===== src/rtl/traffic_light_monitor_if.sv =====
// rtl/traffic_light_monitor_if.sv - lamp drives, supervisor clear and monitor status bundle
interface traffic_light_monitor_if #(
   parameter int CNT_W = 7
);
   logic             r1;
   logic             y1;
   logic             g1;
   logic             r2;
   logic             y2;
   logic             g2;
   logic             fault_clr;
   logic [2:0]       phase;
   logic             phase_valid;
   logic [CNT_W-1:0] dwell;
   logic             fault;
   logic [2:0]       fault_code;
   logic             fault_evt;

   // Controller/supervisor side: drives lamps and the clear, reads status
   modport master (
      output r1, y1, g1, r2, y2, g2, fault_clr,
      input  phase, phase_valid, dwell, fault, fault_code, fault_evt
   );

   // Monitor side: observes lamps and the clear, reports status
   modport slave (
      input  r1, y1, g1, r2, y2, g2, fault_clr,
      output phase, phase_valid, dwell, fault, fault_code, fault_evt
   );
endinterface


===== src/rtl/traffic_light_monitor.sv =====
// rtl/traffic_light_monitor.sv - lamp-side phase decoder with transition, dwell and stuck checking
module traffic_light_monitor #(
   parameter int MIN_GREEN  = 4,
   parameter int MIN_YELLOW = 2,
   parameter int MAX_DWELL  = 64,
   parameter int CNT_W      = 7
) (
   input  logic                    clk,
   input  logic                    rst_n,
   traffic_light_monitor_if.slave  bus
);
   localparam logic [2:0] PH_G1R2 = 3'd0;
   localparam logic [2:0] PH_Y1R2 = 3'd1;
   localparam logic [2:0] PH_R1R2 = 3'd2;
   localparam logic [2:0] PH_R1G2 = 3'd3;
   localparam logic [2:0] PH_R1Y2 = 3'd4;
   localparam logic [2:0] PH_UNK  = 3'd7;

   localparam logic [2:0] FC_NONE    = 3'd0;
   localparam logic [2:0] FC_PATTERN = 3'd1;
   localparam logic [2:0] FC_EDGE    = 3'd2;
   localparam logic [2:0] FC_YELLOW  = 3'd3;
   localparam logic [2:0] FC_GREEN   = 3'd4;
   localparam logic [2:0] FC_STUCK   = 3'd5;

   localparam logic [CNT_W-1:0] DW_ONE   = CNT_W'(1);
   localparam logic [CNT_W-1:0] DW_MAX   = CNT_W'(MAX_DWELL);
   localparam logic [CNT_W-1:0] DW_MIN_G = CNT_W'(MIN_GREEN);
   localparam logic [CNT_W-1:0] DW_MIN_Y = CNT_W'(MIN_YELLOW);

   logic [2:0]       phase_q, phase_d;
   logic [CNT_W-1:0] dwell_q, dwell_d;
   logic             fault_q, fault_d;
   logic [2:0]       code_q, code_d;
   logic             evt_q, evt_d;
   logic [2:0]       sample_ph;
   logic             edge_ok;
   logic [2:0]       det;

   // Decode the sampled lamp pattern; anything not one of the five legal pairs is UNKNOWN
   always_comb begin
      sample_ph = PH_UNK;
      case ({bus.r1, bus.y1, bus.g1, bus.r2, bus.y2, bus.g2})
         6'b001_100: sample_ph = PH_G1R2;
         6'b010_100: sample_ph = PH_Y1R2;
         6'b100_100: sample_ph = PH_R1R2;
         6'b100_001: sample_ph = PH_R1G2;
         6'b100_010: sample_ph = PH_R1Y2;
         default:    sample_ph = PH_UNK;
      endcase
   end

   // Table of permitted phase changes between two legal phases
   always_comb begin
      edge_ok = 1'b0;
      case ({phase_q, sample_ph})
         {PH_G1R2, PH_Y1R2},
         {PH_Y1R2, PH_R1R2},
         {PH_Y1R2, PH_R1G2},
         {PH_R1R2, PH_R1G2},
         {PH_R1R2, PH_G1R2},
         {PH_R1G2, PH_R1Y2},
         {PH_R1Y2, PH_R1R2},
         {PH_R1Y2, PH_G1R2}: edge_ok = 1'b1;
         default:            edge_ok = 1'b0;
      endcase
   end

   // State register: phase/dwell tracker plus first-fault latch
   always_ff @(posedge clk or negedge rst_n) begin
      if (!rst_n) begin
         phase_q <= PH_UNK;
         dwell_q <= '0;
         fault_q <= 1'b0;
         code_q  <= FC_NONE;
         evt_q   <= 1'b0;
      end else begin
         phase_q <= phase_d;
         dwell_q <= dwell_d;
         fault_q <= fault_d;
         code_q  <= code_d;
         evt_q   <= evt_d;
      end
   end

   // Next state: advance phase/dwell, pick the lowest detected code, update the latch
   always_comb begin
      phase_d = phase_q;
      dwell_d = dwell_q;
      det     = FC_NONE;
      if (sample_ph == PH_UNK) begin
         phase_d = PH_UNK;
         dwell_d = '0;
         det     = FC_PATTERN;
      end else if (sample_ph == phase_q) begin
         if (dwell_q >= DW_MAX) begin
            det = FC_STUCK;
         end else begin
            dwell_d = dwell_q + DW_ONE;
         end
      end else begin
         phase_d = sample_ph;
         dwell_d = DW_ONE;
         // Entry from UNKNOWN carries no history, so nothing is checked
         if (phase_q != PH_UNK) begin
            if (!edge_ok) begin
               det = FC_EDGE;
            end else if ((phase_q == PH_Y1R2 || phase_q == PH_R1Y2) && dwell_q < DW_MIN_Y) begin
               det = FC_YELLOW;
            end else if ((phase_q == PH_G1R2 || phase_q == PH_R1G2) && dwell_q < DW_MIN_G) begin
               det = FC_GREEN;
            end
         end
      end

      evt_d   = (det != FC_NONE);
      fault_d = fault_q;
      code_d  = code_q;
      if (bus.fault_clr) begin
         fault_d = 1'b0;
         code_d  = FC_NONE;
      end
      // A detection in the clear cycle re-latches with the fresh code
      if (evt_d && (!fault_q || bus.fault_clr)) begin
         fault_d = 1'b1;
         code_d  = det;
      end
   end

   // Outputs come straight from registers
   always_comb begin
      bus.phase       = phase_q;
      bus.phase_valid = (phase_q != PH_UNK);
      bus.dwell       = dwell_q;
      bus.fault       = fault_q;
      bus.fault_code  = code_q;
      bus.fault_evt   = evt_q;
   end
endmodule


===== src/flat_wrapper.sv =====
// flat-port wrapper written by rule: the top's interface ports become plain ports
module traffic_light_monitor_flat 
#(
   parameter int MIN_GREEN  = 4,
   parameter int MIN_YELLOW = 2,
   parameter int MAX_DWELL  = 64,
   parameter int CNT_W      = 7
)
  (clk, rst_n, bus_r1, bus_y1, bus_g1, bus_r2, bus_y2, bus_g2, bus_fault_clr, bus_phase, bus_phase_valid, bus_dwell, bus_fault, bus_fault_code, bus_fault_evt);
  traffic_light_monitor_if #(.CNT_W(CNT_W)) bus_i ();
  input  logic clk;
  input  logic rst_n;
  input wire logic [$bits(bus_i.r1)-1:0] bus_r1;
  input wire logic [$bits(bus_i.y1)-1:0] bus_y1;
  input wire logic [$bits(bus_i.g1)-1:0] bus_g1;
  input wire logic [$bits(bus_i.r2)-1:0] bus_r2;
  input wire logic [$bits(bus_i.y2)-1:0] bus_y2;
  input wire logic [$bits(bus_i.g2)-1:0] bus_g2;
  input wire logic [$bits(bus_i.fault_clr)-1:0] bus_fault_clr;
  output wire logic [$bits(bus_i.phase)-1:0] bus_phase;
  output wire logic [$bits(bus_i.phase_valid)-1:0] bus_phase_valid;
  output wire logic [$bits(bus_i.dwell)-1:0] bus_dwell;
  output wire logic [$bits(bus_i.fault)-1:0] bus_fault;
  output wire logic [$bits(bus_i.fault_code)-1:0] bus_fault_code;
  output wire logic [$bits(bus_i.fault_evt)-1:0] bus_fault_evt;
  assign bus_i.r1 = bus_r1;
  assign bus_i.y1 = bus_y1;
  assign bus_i.g1 = bus_g1;
  assign bus_i.r2 = bus_r2;
  assign bus_i.y2 = bus_y2;
  assign bus_i.g2 = bus_g2;
  assign bus_i.fault_clr = bus_fault_clr;
  assign bus_phase = bus_i.phase;
  assign bus_phase_valid = bus_i.phase_valid;
  assign bus_dwell = bus_i.dwell;
  assign bus_fault = bus_i.fault;
  assign bus_fault_code = bus_i.fault_code;
  assign bus_fault_evt = bus_i.fault_evt;
  traffic_light_monitor #(.MIN_GREEN(MIN_GREEN), .MIN_YELLOW(MIN_YELLOW), .MAX_DWELL(MAX_DWELL), .CNT_W(CNT_W)) u_core (.clk(clk), .rst_n(rst_n), .bus(bus_i));
endmodule

===== config.mk =====
export PLATFORM = sky130hd
export DESIGN_NAME = traffic_light_monitor_flat
export DESIGN_NICKNAME = d
export VERILOG_FILES = /design/src/rtl/traffic_light_monitor_if.sv /design/src/rtl/traffic_light_monitor.sv /design/src/flat_wrapper.sv
export SDC_FILE = /design/constraint.sdc
export NUM_CORES = 1
export LEC_CHECK = 0
export ABC_CLOCK_PERIOD_IN_PS = 4000
export CAP_MARGIN = 40
export CORE_UTILIZATION = 49
export CTS_CLUSTER_DIAMETER = 40
export DETAILED_ROUTE_END_ITERATION = 16
export DONT_BUFFER_PORTS = 1
export GPL_ROUTABILITY_DRIVEN = 0
export HOLD_SLACK_MARGIN = 0.03
export SYNTH_ARGS = -nofsm -noshare
export SYNTH_HDL_FRONTEND = slang
export SYNTH_SLANG_ARGS = --single-unit

===== constraint.sdc =====
create_clock -name clk -period 4 [get_ports clk]
set_input_delay 0.4 -clock clk [delete_from_list [all_inputs] [get_ports clk]]
set_output_delay 0.4 -clock clk [all_outputs]
set_load 0.1 [all_outputs]

# Word-level counts from Yosys, hierarchy flattened
# Index checks and enable logic that the tools add are counted.
# W data, S select, Z words.
[word_totals] ff_bits=15 output_inout_bits=16
[op_classes] n_addsub=1 magnitude_cmp=3 n_eq_ne=21 muxes=18 reduce_logical=11
[op_table] cell="$mux W3" count=11
[op_table] cell="$eq A6 B6 Y1 const B" count=5
[op_table] cell="$eq A6 B5 Y1 const B" count=4
[op_table] cell="$mux W7" count=3
[op_table] cell="$eq A6 B4 Y1 const B" count=3
[op_table] cell="$pmux W3 S5" count=1
[op_table] cell="$reduce_or A8 Y1" count=1
[op_table] cell="$add A7 B1 Y7 const B" count=1
[op_table] cell="$ge A7 B7 Y1 const B" count=1
[op_table] cell="$lt A7 B2 Y1 const B" count=1
[op_table] cell="$lt A7 B3 Y1 const B" count=1
[op_table] cell="$eq A3 B3 Y1 const B" count=2
[op_table] cell="$eq A6 B1 Y1 const B" count=1
[op_table] cell="$eq A3 B1 Y1 const B" count=1
[op_table] cell="$eq A3 B2 Y1 const B" count=1
[op_table] cell="$eq A3 B3 Y1" count=1
[op_table] cell="$logic_and A1 B1 Y1" count=3
[op_table] cell="$logic_not A3 Y1" count=1
[op_table] cell="$logic_or A1 B1 Y1" count=3
[op_table] cell="$mux W1" count=3
[op_table] cell="$ne A3 B2 Y1 const B" count=1
[op_table] cell="$ne A3 B3 Y1 const B" count=1
[op_table] cell="$reduce_bool A3 Y1" count=1
[op_table] cell="$ne A2 B1 Y1 const B" count=1
[op_table] cell="2 further kinds" count=2

# Longest topological paths before layout
# Gate-level depths: netlist of run 1.
[logic_depth] depth_word=12 depth_mapped=10 depth_no_buf=8

# Worst setup path before layout of run 1
# OpenSTA, ideal clock, no wires.
[synth_path] path_type="reg-to-reg" start="register u_core.phase_q[1] (netlist: u_core.bus.phase[1])" end="register u_core.code_q[0] (netlist: u_core.bus.fault_code[0])" arrival_ns=2.928 required_ns=3.880 setup_slack_ns=0.952 stages_incl_launch_ff=9 cell_sequence="dfstp_2 clkbuf_1 or3b_2 or4_1 o311ai_0 a32oi_2 a211o_1 a21o_1 a31o_1"
[synth_between] elab_chain_len=12
[synth_lines] element="start: declaration" line_no="traffic_light_monitor.sv:31" source="logic [2:0] phase_q, phase_d;"
[synth_lines] element="start signal: assignment" line_no="traffic_light_monitor.sv:78" source="phase_q <= phase_d;"
[synth_lines] element="$eq A3 B2 Y1 / $logic_not A3 Y1 (equally long branches)" line_no="traffic_light_monitor.sv:110" source="end else if ((phase_q == PH_G1R2 || phase_q == PH_R1G2) && dwell_q < DW_MIN_G) begin"
[synth_lines] element="$logic_or A1 B1 Y1" line_no="traffic_light_monitor.sv:110"
[synth_lines] element="$logic_and A1 B1 Y1" line_no="traffic_light_monitor.sv:110"
[synth_lines] element="$mux W3" line_no="traffic_light_monitor.sv:110"
[synth_lines] element="$mux W3" line_no="traffic_light_monitor.sv:108" source="end else if ((phase_q == PH_Y1R2 || phase_q == PH_R1Y2) && dwell_q < DW_MIN_Y) begin"
[synth_lines] element="$mux W3" line_no="traffic_light_monitor.sv:106" source="if (!edge_ok) begin"
[synth_lines] element="$mux W3" line_no="traffic_light_monitor.sv:105" source="if (phase_q != PH_UNK) begin"
[synth_lines] element="$mux W3 *" line_no="traffic_light_monitor.sv:95" source="end else if (sample_ph == phase_q) begin"
[synth_lines] element="$mux W3 *" line_no="traffic_light_monitor.sv:91" source="if (sample_ph == PH_UNK) begin"
[synth_lines] element="$reduce_bool A3 Y1" line_no="traffic_light_monitor.sv:116" source="evt_d = (det != FC_NONE);"
[synth_lines] element="$logic_and A1 B1 Y1" line_no="traffic_light_monitor.sv:124" source="if (evt_d && (!fault_q || bus.fault_clr)) begin"
[synth_lines] element="$mux W3 / $reduce_bool A2 Y1 (equally long branches)"
[synth_lines] element="end signal: assignment" line_no="traffic_light_monitor.sv:81" source="code_q <= code_d;"
[synth_lines] element="end: declaration" line_no="traffic_light_monitor.sv:34" source="logic [2:0] code_q, code_d;"
# Mark *: on every way between the ends. The rest lies on a longest branch, timed or not.
# A chain may end at the register's enable or synchronous reset.

# Worst setup path after layout of run 1
# Same ends and word-level chain as after synthesis.

==> impl_metrics.ini, run 1 <==
[worst_hold_path]
whs_endpoint = u_core.bus.fault_code[2]
hold_start = bus_fault_clr
holdPathStages = 1
hp-class = input pin to flip-flop

[global_route]
grt_use_total_pct = 23.2
grt_pass1_vias = 898
grt_first_pass_wirelength_um = 4240
overflow = 0
antenna_found_initial = 0
grt_max_degree = 16

[logic_synthesis]
synth_fp_nets = 126
synth_common_cells = 14 x nor2_1, 12 x dfrtp_1, 7 x nand2_1, 7 x xor2_1
synth_top_area_share_pct = 28.3
ys_seq_elements = 15
yosysTopAreaCell = dfrtp_1
yosysSeqAreaShare_pct = 35.7
synth_most_common_cell = nor2_1
avgSynthCellArea_um2 = 9.15
synth_ff_type = dfrtp_1
syn-cell-area_um2 = 1060
yosysWarnings = 0
async_flop_share_pct = 100
synth_edf_count = 0
netlist_top_cells_area = dfrtp_1 28%, dfstp_2 7.4%, xor2_1 5.8%
syn_inst = 116
synth.distinct_cells = 49

[layout]
final_core_util_pct = 67.7
nets = 139
diodes = 0
fin_cells = 155
drive_gt1_share_pct = 24.2
areaGrowthSynthToFinish_pct = 27.7

[sta]
finClkSkew_ns = 0.00203
slew_violations = 0
rsz0062_at_grt = no
post-route-period-util_pct = 72.6
setup_viol_count_final = 0
hold_viol_final = 0
worst_pin_slew_ns = 0.894
fin_crit_ns = 2.90
holdWs_ns = 0.218
max-slew-margin-rel_pct = 40.4
timing.fmax_mhz = 344
fin_ws_ns = 1.10
finalSetupTns_ns = 0

[clocking]
clockBufferDepth = 2
cts-buffers-inserted = 3
cts-resized-gates = 0
htree_levels = 1
cts_tree = built
root_buffer = clkbuf_4
cts.sinks = 15
clock_latency_ns = 0.28
clkSlewWorstSetupHoldPaths_ns = 0.10

[route]
route.detailed.drc = 0
wire_per_inst_um = 15.9
routed_wl_um = 2460
first_pass_iters = 4
viasPerCell = 5.97
drtIter0Drc = 16
ant_nets = 0
vias = 926

[placement]
dpl_worst_slack_ns = 1.12
place_hpwl_um = 1910
port_buffers = 0
place_inst = 150

[run]
cap_violations = 0

[critical_path]
r2r_start = u_core.bus.phase[1]
worstSetupPathType = flip-flop to flip-flop
worst_setup_path_end_kind = flip-flop
rrSetupSlack_ns = 1.10
critPathRequiredTime_ns = 4.18
worstSetupStartpointType = flip-flop
critPathArrivalTime_ns = 3.08
cp_max_fo = 9
r2r-end = u_core.bus.fault_code[0]
reg2reg_depth = 8

[floorplanning]
die_w_um = 48.5
coreArea_um2 = 2000
rows = 16
start_util_pct = 53.0
die_area_um2 = 2360
die_y_um = 48.5
pin_count = 25

[power]
share_seq_of_total_power_pct = 53.2
ir_worst_vdd_mv = 0.177
p_switching_w = 0.000109
combPwrFrac_pct = 18.9
p_per_area_nw_per_um2 = 238
switching_share_pct = 33.6
p_leak_nw = 0.524
intPower_w = 0.000214
clkPwrFrac_pct = 27.8

[run_status]
status = complete, no violations
-- area by class of cell --
| cell class | instances | area, µm² |
|---|---|---|
| clock inverters | 1 | 5.00 |
| repair buffers | 14 | 263 |
| inverters | 4 | 15.0 |
| well taps | 27 | 33.8 |
| multi-input cells | 91 | 637 |
| flip-flops and latches | 15 | 379 |
| clock buffers | 3 | 22.5 |
| fillers | 164 | 647 |
-- cell families (layout without fill, tap and decap cells) --
group	count (synthesis)	in the layout	synth area share, %
AO/OA/AOI/OAI	26	26	20.0
XOR/XNOR	12	12	9.91
adder cells (fa/ha/maj)	1	1	1.18
buffers and inverters	10	22	4.24
flip-flops	15	15	35.7
multiplexers	1	1	0.943
AND/OR/NAND/NOR	51	51	27.9
-- per-layer routing --
layer  track usage (%)  vias to the layer above  share of wire, %  wire [µm]
met5                 0                        -                 0          0
met4              5.88                        0              0.53         13
met3              5.66                        2               6.9        169
met2              36.4                       30                46       1140
met1              32.2                      445                46       1140
li1                  -                      449                 -          -
-- stage by stage --
step / power, W / instance area, µm²
floorplan: 0.000219 / 1060
global placement: 0.000223 / 1090
detailed placement: 0.000232 / 1320
CTS: 0.000325 / 1360
global route: 0.000340 / 1360
finish: 0.000323 / 1360
-- critical path, stage by stage, from the launching register on --
cell and delay [ns]:
dfstp_2 0.53, buf_4 0.32, or3b_2 0.52, or4_1 0.40, o311ai_0 0.14, a32oi_2 0.13
a211o_1 0.34, a21o_1 0.21, a31o_1 0.20
-- flip-flops by register name, indices dropped and copies added (netlist names) --
register               flops
u_core.bus.dwell           7
u_core.bus.fault_code      3
u_core.bus.phase           3
u_core.bus.fault           1
u_core.bus.fault_evt       1
-- power groups by stage --
stage	sequential (W)	combinational, W	clock, W
after floorplan	0.000184	0.0000355	0
after global placement	0.000180	0.0000431	0
after detailed placement	0.000175	0.0000573	0
after CTS	0.000172	0.0000614	0.0000919
after global routing	0.000172	0.0000655	0.000102
final	0.000172	0.0000611	0.0000898
-- what timing repair did --
| action | 4_1_cts | 5_1_grt |
|---|---|---|
| endpoints found under the setup margin | 0 | 0 |
| endpoints found under the hold margin | 15 | 0 |
| buffers inserted | 0 | 0 |
| hold buffers | 1 | 0 |
-- how the worst max path moves through the flow --
stage	to	start	slack (ns)
2_1_floorplan	u_core.bus.fault_code[0]	u_core.bus.phase[1]	0.95
3_3_place_gp	u_core.bus.fault_code[0]	u_core.bus.phase[1]	1.16
3_5_place_dp	u_core.bus.fault_code[0]	u_core.bus.phase[1]	1.12
4_1_cts	u_core.bus.fault_code[0]	u_core.bus.phase[1]	1.10
5_1_grt	u_core.bus.fault	u_core.bus.phase[1]	0.91
6_report	u_core.bus.fault_code[0]	u_core.bus.phase[1]	1.10
-- cells in the final DEF (no fill, tap or decap), drive strengths merged, types with 2 or more instances in the layout --
cell type,instances
a21o,2
dfrtp,12
inv,4
nor4,2
nor2,14
dfstp,3
nand3,3
o22ai,2
nor2b,4
nor3,2
nand3b,2
or2,3
a32oi,2
xnor2,5
and4bb,2
nand2,7
nand4b,2
or3b,2
clkbuf,3
a21oi,4
xor2,7
nand2b,4
buf,13
Note: power is estimated with default switching activity, not from simulation.
==> run 2, diff against run 1 <==
ABC_CLOCK_PERIOD_IN_PS = 2300   (was 4000)
PLACE_DENSITY = 0.66   (was not set)
clock period = 2.3 ns   (was 4 ns; I/O delays follow)
==> impl_metrics.ini, run 2 (synthesized netlist as in run 1, its figures left out) <==
[route]
drtIter0Drc = 31
routed_wl_um = 2530
viasPerCell = 5.92
ant_nets = 0
route.detailed.drc = 0
wire_per_inst_um = 14.9
first_pass_iters = 4
vias = 1007

[critical_path]
worstSetupStartpointType = flip-flop
cp_max_fo = 3
worst_setup_path_end_kind = flip-flop
worstSetupPathType = flip-flop to flip-flop
critPathArrivalTime_ns = 2.62
cp_top_family = compound AO/OA/AOI/OAI gates
critPathRequiredTime_ns = 2.49
slowest_stage = dfstp_4
crit_chain = or3b_4 > or4_4 > o311ai_2 > a32oi_2 > a211o_1 > a21o_1 > a31o_1
crit_buf_inv = 0
slowest_delay_ns = 0.63

[sta]
timing.fmax_mhz = 410
setup_viol_count_final = 5
fin_crit_ns = 2.44
post-route-period-util_pct = 106
hold_viol_final = 0
max-slew-margin-rel_pct = 42.4
worst_pin_slew_ns = 0.865
slew_violations = 0
holdWs_ns = 0.0624
fin_ws_ns = -0.137
finClkSkew_ns = 0.00695
rsz0062_at_grt = yes
finalSetupTns_ns = -0.442

[clocking]
htree_levels = 1
cts.sinks = 15
cts_tree = built
clockBufferDepth = 2
clkSlewWorstSetupHoldPaths_ns = 0.10
root_buffer = clkbuf_4
cts-buffers-inserted = 3
clock_latency_ns = 0.28

[power]
power_w = 0.000571
p_leak_nw = 0.544
ir_worst_vdd_mv = 0.327
p_per_area_nw_per_um2 = 426

[placement]
dpl_worst_slack_ns = -0.147
place_inst = 163
port_buffers = 0
place_hpwl_um = 1960

[floorplanning]
die_area_um2 = 2360
coreArea_um2 = 2000
start_util_pct = 53.0
die_y_um = 48.5
pin_count = 25
die_w_um = 48.5
rows = 16

[global_route]
overflow = 0
grt_use_total_pct = 23.9
grt_first_pass_wirelength_um = 4400
grt_pass1_vias = 1031
grt_max_degree = 16
antenna_found_initial = 0

[layout]
nets = 154
diodes = 0
largest_reg_flops = 7
fin_cells = 170
areaGrowthSynthToFinish_pct = 26.4
fill_cells = 174
layout_common_cells = 28 x buf_4, 14 x nor2_1, 12 x dfrtp_1
final_common_cell = buf_4
drive_gt1_share_pct = 33.6

[run_status]
status = finished with violations
violations = setup timing

[run]
cap_violations = 0

[worst_hold_path]
hp-class = input pin to flip-flop
[run 2: cell types whose count changed in the layout (fill, tap and decap cells not counted), moves of 2 or more]
| cell | before | now |
|---|---|---|
| buf_16 | 7 | 0 |
| buf_4 | 3 | 28 |
| buf_6 | 2 | 0 |
| dfstp_2 | 3 | 0 |
| dfstp_4 | 0 | 3 |
[run 2: timing repair]
item / CTS / global route
hold buffers: 1 / 0
setup buffers: 2 / 0
endpoints found under the hold margin: 15 / 0
pin swaps: 2 / 0
setup endpoints to repair: 5 / 5
resized for setup: 2 / 0
[run 2: path summary, 6_finish.rpt]
path	startpoint	endpoint	slack [ns]	cells after the start
worst min-delay path	bus_fault_clr	u_core.bus.fault_code[2]	0.06	1
worst max register to register	u_core.bus.phase[1]	u_core.bus.fault_code[0]	-0.14	7
min in group asynchronous	rst_n	u_core.bus.dwell[4]	0.42	1
worst max-delay path	u_core.bus.phase[1]	u_core.bus.fault_code[0]	-0.14	7
worst min register to register	u_core.bus.fault	u_core.bus.fault_code[2]	0.67	2
max in group asynchronous	rst_n	u_core.bus.fault	1.43	1
[run 2: layer usage]
layer / up-vias / global-route usage (%) / wire length, µm
met5: - / 0 / 0
met4: 0 / 4.90 / 7
met3: 2 / 4.40 / 105
met2: 30 / 41.8 / 1310
met1: 500 / 30.9 / 1110
li1: 475 / - / -
[run 2: per-stage QoR]
stage	util, %	area [µm²]
floorplan	-	1090
global placement	63.9	1280
detailed placement	63.9	1280
CTS	67.0	1340
global route	67.0	1340
finish	67.0	1340
[run 2: report_power, final]
group | internal (W) | switching [W]
Clock | 0.0000673 | 0.0000875
Combinational | 0.0000449 | 0.0000894
Sequential | 0.000271 | 0.0000110
Total | 0.000383 | 0.000188
[run 2: final cells by class]
cell class | count | area, µm² | area share [%]
Multi-Input combinational cell | 91 | 656 | 48.9
Timing Repair Buffer | 29 | 220 | 16.4
Tap cell | 27 | 33.8 | 2.52
Inverter | 4 | 15.0 | 1.12
Clock buffer | 4 | 26.3 | 1.96
Sequential cell | 15 | 390 | 29.1
==> run 3, diff against run 2 <==
PLACE_DENSITY = 0.63   (was 0.66)
==> impl_metrics.ini, run 3 (synthesized netlist as in run 1, its figures left out) <==
[floorplanning]
pin_count = 25
die_w_um = 48.5
rows = 16
die_area_um2 = 2360
coreArea_um2 = 2000
start_util_pct = 53.0
die_y_um = 48.5

[layout]
largest_reg_flops = 7
fill_cells = 175
layout_common_cells = 24 x buf_4, 14 x nor2_1, 12 x dfrtp_1
nets = 152
final_common_cell = buf_4
design_area_um2 = 1350
drive_gt1_share_pct = 32.6
areaGrowthSynthToFinish_pct = 27.0
diodes = 0
fin_cells = 168

[critical_path]
critPathRequiredTime_ns = 2.48
crit_buf_inv = 0
cp_top_family = compound AO/OA/AOI/OAI gates
worstSetupPathType = flip-flop to flip-flop
worstSetupStartpointType = flip-flop
worst_setup_path_end_kind = flip-flop
slowest_stage = dfstp_4
slowest_delay_ns = 0.62
r2r_start = u_core.bus.phase[1]
r2r-end = u_core.bus.fault_code[0]
critPathArrivalTime_ns = 2.65
reg2reg_depth = 7
crit_chain = or3b_4 > or4_4 > o311ai_2 > a32oi_2 > a211o_1 > a21o_1 > a31o_1
rrSetupSlack_ns = -0.17
cp_max_fo = 4

[route]
wire_per_inst_um = 14.0
top_layer_used = met4
vias = 961
drtIter0Drc = 13
ant_nets = 0
routed_wl_um = 2360
wl_met3_um = 95
wl_met1_um = 1120
route.detailed.drc = 0
viasPerCell = 5.72
first_pass_iters = 4
wl_met2_um = 1100

[placement]
place_hpwl_um = 1790
dpl_worst_slack_ns = -0.155
port_buffers = 0
place_area_um2 = 1260
place_inst = 161

[clocking]
root_buffer = clkbuf_4
htree_levels = 1
clockBufferDepth = 2
clkSlewWorstSetupHoldPaths_ns = 0.09
cts-buffers-inserted = 3
cts.sinks = 15
clock_latency_ns = 0.29
cts_tree = built

[sta]
finClkSkew_ns = 0.00771
fin_crit_ns = 2.47
slew_violations = 0
rsz0062_at_grt = yes
worst_pin_slew_ns = 0.870
max-slew-margin-rel_pct = 42.0
fin_ws_ns = -0.169
timing.fmax_mhz = 405
hold_viol_final = 0
setup_viol_count_final = 5
post-route-period-util_pct = 107

[power]
ir_worst_vdd_mv = 0.273
p_leak_nw = 0.541
p_per_area_nw_per_um2 = 421

[global_route]
grt_pass1_vias = 968
antenna_found_initial = 0
grt_use_total_pct = 22.1
grt_max_degree = 16
grt_first_pass_wirelength_um = 4020
overflow = 0

[run]
cap_violations = 0

[worst_hold_path]
hp-class = input pin to flip-flop
holdPathStages = 1
hold_start = bus_g2
whs_endpoint = u_core.bus.phase[1]

[run_status]
violations = setup timing
status = finished with violations
## run 3: area by class of cell
| cell class | instances | area [µm²] | share of cell area [%] |
|---|---|---|---|
| repair buffers | 27 | 211 | 15.7 |
| multi-input cells | 91 | 671 | 49.8 |
| clock buffers | 4 | 26.3 | 1.95 |
| flip-flops and latches | 15 | 390 | 29.0 |
| well taps | 27 | 33.8 | 2.51 |
| inverters | 4 | 15.0 | 1.11 |
## run 3: power by group
part | leakage (nW) | internal (W) | switching (W)
logic | 0.341 | 0.0000443 | 0.0000884
clock network | 0.0150 | 0.0000674 | 0.0000857
registers | 0.185 | 0.000271 | 0.0000109
## run 3: repair_timing
item | in CTS | in global routing
hold buffers | 1 | 1
setup endpoints to repair | 5 | 5
gates resized for setup | 0 | 5
endpoints found under the hold margin | 15 | 1
pin swaps | 0 | 3
buffers inserted | 0 | 1
## run 3: routing by layer
metal	global-route usage, %	vias up
met3	3.46	5
met5	0	-
met4	8.82	0
li1	-	473
met1	30.2	456
met2	35.0	27
## run 3: stage by stage
stage	hold WS [ns]	TNS, ns	util (%)	total power [W]
after CTS	0.0491	-0.654	64.9	0.000570
after global placement	-0.0650	-0.348	63.1	0.000407
after global routing	0.0821	-0.940	67.3	0.000603
after floorplan	-0.0656	-1.83	-	0.000384
after detailed placement	-0.0652	-0.570	63.1	0.000409
final	0.0796	-0.501	67.3	0.000568
## run 3: worst max path at each step
| stage | to | slack, ns | from | cells after the start |
|---|---|---|---|---|
| floorplan | u_core.bus.fault_code[0] | -0.44 | u_core.bus.phase[1] | 8 |
| global placement | u_core.bus.fault_code[1] | -0.11 | u_core.bus.phase[1] | 8 |
| detailed placement | u_core.bus.fault | -0.15 | u_core.bus.phase[1] | 8 |
| CTS | u_core.bus.fault_code[1] | -0.16 | u_core.bus.phase[1] | 8 |
| global route | u_core.bus.fault_code[0] | -0.23 | u_core.bus.phase[1] | 7 |
| finish | u_core.bus.fault_code[0] | -0.17 | u_core.bus.phase[1] | 7 |
